`src/rtl/tdm_pkg.sv`:
```
// -----------------------------------------------------------------------------
// tdm_pkg
// Shared definitions for the 4-channel TDM receive path.
//   NUM_CH      : number of time slots per frame
//   sel_t       : slot select type driven to the upstream mux
//   tdm_state_t : collector FSM states
// -----------------------------------------------------------------------------
package tdm_pkg;

   localparam int NUM_CH = 4;

   typedef logic [1:0] sel_t;

   typedef enum logic {
      IDLE = 1'b0,
      SCAN = 1'b1
   } tdm_state_t;

endpackage

```
`src/rtl/tdm_demux_4ch.sv`:
```
// -----------------------------------------------------------------------------
// tdm_demux_4ch
// Receiving end of a mux-shared bus. Steps the upstream mux select through
// slots 0..3, samples the mux output once per slot and publishes each
// complete frame as four parallel words with a one-cycle valid pulse.
// Ports:
//   clk         : rising-edge clock
//   rst_n       : asynchronous active-low reset
//   en          : scan enable, high runs back-to-back frames
//   y_in        : mux output, valid in the same cycle as sel
//   sel         : slot select to the upstream mux
//   d0..d3      : channel words of the last complete frame
//   frame_valid : one-cycle pulse when d0..d3 update
//   busy        : high while scanning
//   frame_cnt   : completed frame count, wraps at 256
// -----------------------------------------------------------------------------
module tdm_demux_4ch
   import tdm_pkg::*;
#(
   parameter int WIDTH = 4
) (
   input  logic             clk,
   input  logic             rst_n,
   input  logic             en,
   input  logic [WIDTH-1:0] y_in,
   output sel_t             sel,
   output logic [WIDTH-1:0] d0,
   output logic [WIDTH-1:0] d1,
   output logic [WIDTH-1:0] d2,
   output logic [WIDTH-1:0] d3,
   output logic             frame_valid,
   output logic             busy,
   output logic [7:0]       frame_cnt
);

   tdm_state_t       state_reg, state_next;
   sel_t             sel_reg, sel_next;
   // Slots 0..2 are held here until the last slot arrives, so the ports
   // only ever show a complete frame.
   logic [WIDTH-1:0] shadow_reg [0:NUM_CH-2];
   logic [WIDTH-1:0] shadow_next[0:NUM_CH-2];
   logic [WIDTH-1:0] dout_reg   [0:NUM_CH-1];
   logic [WIDTH-1:0] dout_next  [0:NUM_CH-1];
   logic             fv_reg, fv_next;
   logic             busy_reg;
   logic [7:0]       cnt_reg, cnt_next;

   always_comb begin
      state_next  = state_reg;
      sel_next    = sel_reg;
      shadow_next = shadow_reg;
      dout_next   = dout_reg;
      fv_next     = 1'b0;
      cnt_next    = cnt_reg;

      case (state_reg)
         IDLE: begin
            sel_next = '0;
            // The entry edge only arms the scan; slot 0 is sampled next edge.
            if (en) begin
               state_next = SCAN;
            end
         end
         SCAN: begin
            if (!en) begin
               // Abort: the partial frame in the shadow bank is simply
               // abandoned; a restart always overwrites it from slot 0.
               state_next = IDLE;
               sel_next   = '0;
            end else if (sel_reg == sel_t'(NUM_CH - 1)) begin
               for (int i = 0; i < NUM_CH - 1; i++) begin
                  dout_next[i] = shadow_reg[i];
               end
               dout_next[NUM_CH-1] = y_in;
               fv_next             = 1'b1;
               cnt_next            = cnt_reg + 8'd1;
               sel_next            = '0;
            end else begin
               for (int i = 0; i < NUM_CH - 1; i++) begin
                  if (sel_reg == sel_t'(i)) begin
                     shadow_next[i] = y_in;
                  end
               end
               sel_next = sel_t'(sel_reg + 2'd1);
            end
         end
         default: begin
            state_next = IDLE;
            sel_next   = '0;
         end
      endcase
   end

   always_ff @(posedge clk or negedge rst_n) begin
      if (!rst_n) begin
         state_reg <= IDLE;
         sel_reg   <= '0;
         for (int i = 0; i < NUM_CH - 1; i++) begin
            shadow_reg[i] <= '0;
         end
         for (int i = 0; i < NUM_CH; i++) begin
            dout_reg[i] <= '0;
         end
         fv_reg    <= 1'b0;
         busy_reg  <= 1'b0;
         cnt_reg   <= '0;
      end else begin
         state_reg  <= state_next;
         sel_reg    <= sel_next;
         shadow_reg <= shadow_next;
         dout_reg   <= dout_next;
         fv_reg     <= fv_next;
         // Registered copy of the state decode keeps busy glitch-free.
         busy_reg   <= (state_next == SCAN);
         cnt_reg    <= cnt_next;
      end
   end

   assign sel         = sel_reg;
   assign d0          = dout_reg[0];
   assign d1          = dout_reg[1];
   assign d2          = dout_reg[2];
   assign d3          = dout_reg[3];
   assign frame_valid = fv_reg;
   assign busy        = busy_reg;
   assign frame_cnt   = cnt_reg;

endmodule

```
`config.mk`:
```
export PLATFORM = sky130hd
export DESIGN_NAME = tdm_demux_4ch
export DESIGN_NICKNAME = d
export VERILOG_FILES = /design/src/rtl/tdm_pkg.sv /design/src/rtl/tdm_demux_4ch.sv
export SDC_FILE = /design/constraint.sdc
export NUM_CORES = 1
export LEC_CHECK = 0
export ABC_AREA = 1
export BUFFER_PORTS_ARGS = -buffer_cell sky130_fd_sc_hd__buf_2
export CAP_MARGIN = 20
export CELL_PAD_IN_SITES_DETAIL_PLACEMENT = 1
export CELL_PAD_IN_SITES_GLOBAL_PLACEMENT = 2
export CORE_UTILIZATION = 32
export CTS_CLUSTER_SIZE = 25
export DETAILED_ROUTE_END_ITERATION = 7
export PLACE_DENSITY_LB_ADDON = 0.15
export SYNTH_ARGS = -nofsm -noshare
export SYNTH_HDL_FRONTEND = slang
export SYNTH_SLANG_ARGS = --single-unit
```
`constraint.sdc`:
```
create_clock -name clk -period 1.65 [get_ports clk]
set_clock_uncertainty 0.2 [all_clocks]
set_input_delay 0.0825 -clock clk [delete_from_list [all_inputs] [get_ports clk]]
set_output_delay 0.0825 -clock clk [all_outputs]
set_load 0.01 [all_outputs]
```
Word level (Yosys, flattened, before mapping):

Cells that the tools add are included.

* register bits: 40
* bits of input ports: 7
* output and inout port bits: 28
* word-level logic and storage cells: 30

* eq/ne operators: 3
* add/sub/neg operators: 2
* reduce and logical (&&, ||, !) cells: 5
* multiplexer cells: 7
* bitwise gates (word level): 2

Operators by type and width (count)
* 4-bit AND reduction: 3
* 8-bit by 1-bit adder with 8-bit output (second input constant): 1
* 2-bit == test (second input constant): 2
* 1-bit two-way mux: 4
* 2-bit two-way mux: 2
* 2-bit case mux with 2 select lines: 1
* 3-bit AND reduction: 1
* 2-bit by 1-bit adder with 2-bit output (second input constant): 1
* 2-bit by 1-bit == test with 1-bit output (second input constant): 1
* 2-bit logical NOT: 1
* 1-bit inverter: 2

Logic depth before layout (Yosys ltp):

* word-level depth: 4
* depth in mapped cells: 7
* gate-level depth less buffers: 7

Worst setup path before layout:

OpenSTA, ideal clock, no wires.

* path kind: reg-to-reg
* from: register sel_reg[0] (netlist: sel[0])
* to: register cnt_reg[5] (netlist: frame_cnt[5])
* path buffers: 0
* period minus slack after synthesis: 1.452 ns
* stages on the path, launching flop included: 7
* data required time: 1.337 ns
* data arrival time: 1.139 ns
* library setup time: 0.113 ns
* slack: 0.198 ns
* cell sequence: dfrtp_1 ha_1 nand3_4 nor2_2 nand3_1 nand2_1 inv_1

* word-level cells in the longest chain between the ends: 2

RTL lines
* start: declaration: line tdm_demux_4ch.sv:37 `sel_t sel_reg, sel_next;`
* start signal: assignment: line tdm_demux_4ch.sv:109 `sel_reg <= sel_next;`
* 2-bit == test: line tdm_demux_4ch.sv:70 `end else if (sel_reg == sel_t'(NUM_CH - 1)) begin`
* 3-bit AND reduction (no line)
* end signal: assignment: line tdm_demux_4ch.sv:115 `cnt_reg <= cnt_next;`
* end: declaration: line tdm_demux_4ch.sv:46 `logic [7:0] cnt_reg, cnt_next;`

Every way passes these cells.
A chain may end at the register's enable or synchronous reset.

Final worst setup path:

* from: register sel_reg[1] (netlist: sel[1])
* to: register cnt_reg[5] (netlist: frame_cnt[5])

Same word-level chain as after synthesis.

==> results.sh <==
export IMPL_rr_endpoint="frame_cnt[5]$_DFFE_PN0P_"
export IMPL_placed_area_um2=1909
export IMPL_period_minus_slack_ns=1.573
export IMPL_synthTopCellsByArea="dfrtp_1 61%, nand2_1 15%, o21ai_0 4.9%, ha_1 3.8%, inv_1 3.6%"
export IMPL_die_area_um2=5436
export IMPL_final_area_um2=2100
export IMPL_grt_pass1_vias=1347
export IMPL_power_frac_clock_pct=37.8
export IMPL_setup_viol_count_final=0
export IMPL_area_growth_pct=27.51
export IMPL_regToRegStartpoint="sel[1]$_DFF_PN0_"
export IMPL_total_power_uw=2139
export IMPL_crit_path_top_delay_cell="dfrtp_1"
export IMPL_critPathMaxFanout=12
export IMPL_relSlewSlack_pct=73.19
export IMPL_antenna_cells=0
export IMPL_routed_via_density=4.427
export IMPL_placementRows=25
export IMPL_max_freq_mhz=635.5
export IMPL_grt_total_usage_pct=16.56
export IMPL_grt_ovfl_total=0
export IMPL_tightest_slew_ns=0.4021
export IMPL_yosys_warnings=0
export IMPL_fp_coreArea_um2=4848
export IMPL_worstPathRequired_ns=1.65
export IMPL_drt_iter0_drc=64
export IMPL_die_w_um=73.73
export IMPL_path_cells="ha_1 -> nand3_4 -> nor2_4 -> nand3_1 -> nand2_1 -> inv_1"
export IMPL_vdd_ir_drop_max_v=0.0004607
export IMPL_syn_area_um2=1647
export IMPL_clkSinkCount=40
export IMPL_syn_nets=184
export IMPL_grt_max_degree=19
export IMPL_io_pins=35
export IMPL_final_cell_mix="67 x nand2_1, 40 x dfrtp_1, 34 x buf_2, 16 x inv_1, 16 x o21ai_0"
export IMPL_min_path_type="primary input to async pin"
export IMPL_power_frac_comb_pct=9.7
export IMPL_fin_crit_sh_pct=95.36
export IMPL_status="finished, final reports clean"
export IMPL_worstSetupStartpoint="sel[1]$_DFF_PN0_"
export IMPL_clk_latency_ns=0.29
export IMPL_hold_viol=0
export IMPL_synth_top_area_share_pct=60.79
export IMPL_cts_tree="done"
export IMPL_power_internal_uw=1604
export IMPL_p_seq_share_pct=52.5
export IMPL_wl_um=3854
export IMPL_h_tree_depth=2
export IMPL_io_buffers=34
export IMPL_synth_distinct_cells=17
export IMPL_ff2ff_path_depth=6
export IMPL_synth_area_leader_cell="dfrtp_1"
export IMPL_ys_ff_latch=40
export IMPL_slew_viol_final=0
export IMPL_die_h_um=73.73
export IMPL_switching_power_uw=534.1
export IMPL_synth_area_per_cell_um2=9.573
export IMPL_final_common_cell="nand2_1"
export IMPL_num_vias=1275
export IMPL_worst_path_buf_inv=1
export IMPL_worst_path_largest_cell_delay_ns=0.40
export IMPL_cpLargestDelayFamily="simple AND/OR/NAND/NOR gates"
export IMPL_switching_share_pct=24.98
export IMPL_dr_pass1_iters=4
export IMPL_cts_buffers=5
export IMPL_grt_pass1_wl_um=6548
export IMPL_wl_per_cell_um=13.38
export IMPL_powerDensity_nw_per_um2=1019
export IMPL_antenna_found_initial=0
export IMPL_cp_end_kind="flop"
export IMPL_syn_inst=172
export IMPL_cts_buffer_depth=2
export IMPL_synth_seq_area_share_pct=60.79
export IMPL_layout_nets=232
export IMPL_clockRootBuffer="clkbuf_8"
export IMPL_largest_register_ffs=12
export IMPL_cap_violations=0
export IMPL_drive_above_1_share_pct=24.43
export IMPL_p_leak_uw=0.001162
export IMPL_dpl_hpwl_um=2708
export IMPL_worst_setup_path_type="flop to flop"
export IMPL_cp_start_kind="flop"
export IMPL_critical_path_cell_count=6
export IMPL_rrSetupSlack_ns=0.08
export IMPL_arrival_ns=1.57
export IMPL_ant_nets=0
export IMPL_setup_tns_ns=0
export IMPL_place_congestion=0.7713
export IMPL_clkSlewWorstSetupHoldPaths_ns=0.08
export IMPL_drc=0
export IMPL_initial_core_util_pct=33.96
==> stage by stage <==
step / std cells / util (%) / hold WS (ns) / setup WS, ns
after CTS: 288 / 42.92 / 0.04397 / 0.001064
after detailed placement: 274 / 39.38 / -0.1613 / 0.02033
after global placement: 274 / 39.38 / -0.1705 / 0.1136
after floorplan: 172 / - / -0.4131 / 0.1980
after global routing: 288 / 43.30 / 0.08307 / -0.003369
final: 288 / 43.30 / 0.03888 / 0.07654
==> worst max-delay path by stage <==
stage	slack, ns	endpoint
finish	0.08	frame_cnt[5]$_DFFE_PN0P_
global route	-0.003	frame_cnt[5]$_DFFE_PN0P_
CTS	0.001	frame_cnt[6]$_DFFE_PN0P_
detailed placement	0.02	frame_cnt[6]$_DFFE_PN0P_
global placement	0.11	frame_cnt[5]$_DFFE_PN0P_
floorplan	0.20	frame_cnt[5]$_DFFE_PN0P_
==> repair_timing <==
item | CTS | global route
hold buffers | 6 | 0
resized for setup | 0 | 7
buffers inserted | 0 | 0
hold endpoints to repair | 59 | 0
setup endpoints to repair | 0 | 3
==> routing by layer <==
layer	up-vias	routed length (um)	global-route usage (%)
met3	7	143	4.390
met1	615	1827	21.79
met5	-	0	0
li1	628	-	-
met4	0	85	7.906
met2	25	1797	25.28
==> synthesized netlist by cell type <==
cell	count
buf_2	2
nand3_2	2
dfrtp_1	40
nor2_1	6
nor2_2	1
clkinv_2	1
buf_6	1
inv_2	1
nand3b_1	1
nand2_1	67
xor2_1	4
ha_1	5
nand3_4	2
nand3_1	6
inv_1	16
o21ai_0	16
nor3_1	1
==> cells by family after synthesis <==
kind of cell               Yosys count  share of synthesized area (%)
buffers and inverters               21                          5.471
adders and majority gates            5                          3.799
and+or+nand+nor                     86                          22.95
xor gates and xnor gates             4                          2.127
AOI/OAI and AO/OA                   16                          4.863
DFF                                 40                          60.79
==> power groups by stage <==
stage / combinational [uW] / sequential [uW] / clock [uW]
after floorplan: 90.7 / 1150 / 0
after global placement: 192 / 1140 / 0
after detailed placement: 202 / 1140 / 0
after CTS: 215 / 1120 / 833
after global routing: 243 / 1140 / 876
final: 207 / 1120 / 808
==> cell type report <==
class                      instances  area [um^2]
fill                             595         2749
sequential                        40         1001
multi-input combinational        111        563.0
timing repair buffer              44        264.0
tap                               67        83.83
inverter                          18        76.32
clock buffer                       5        68.82
clock inverter                     3        42.54
Power figures use the tool's default switching activity.
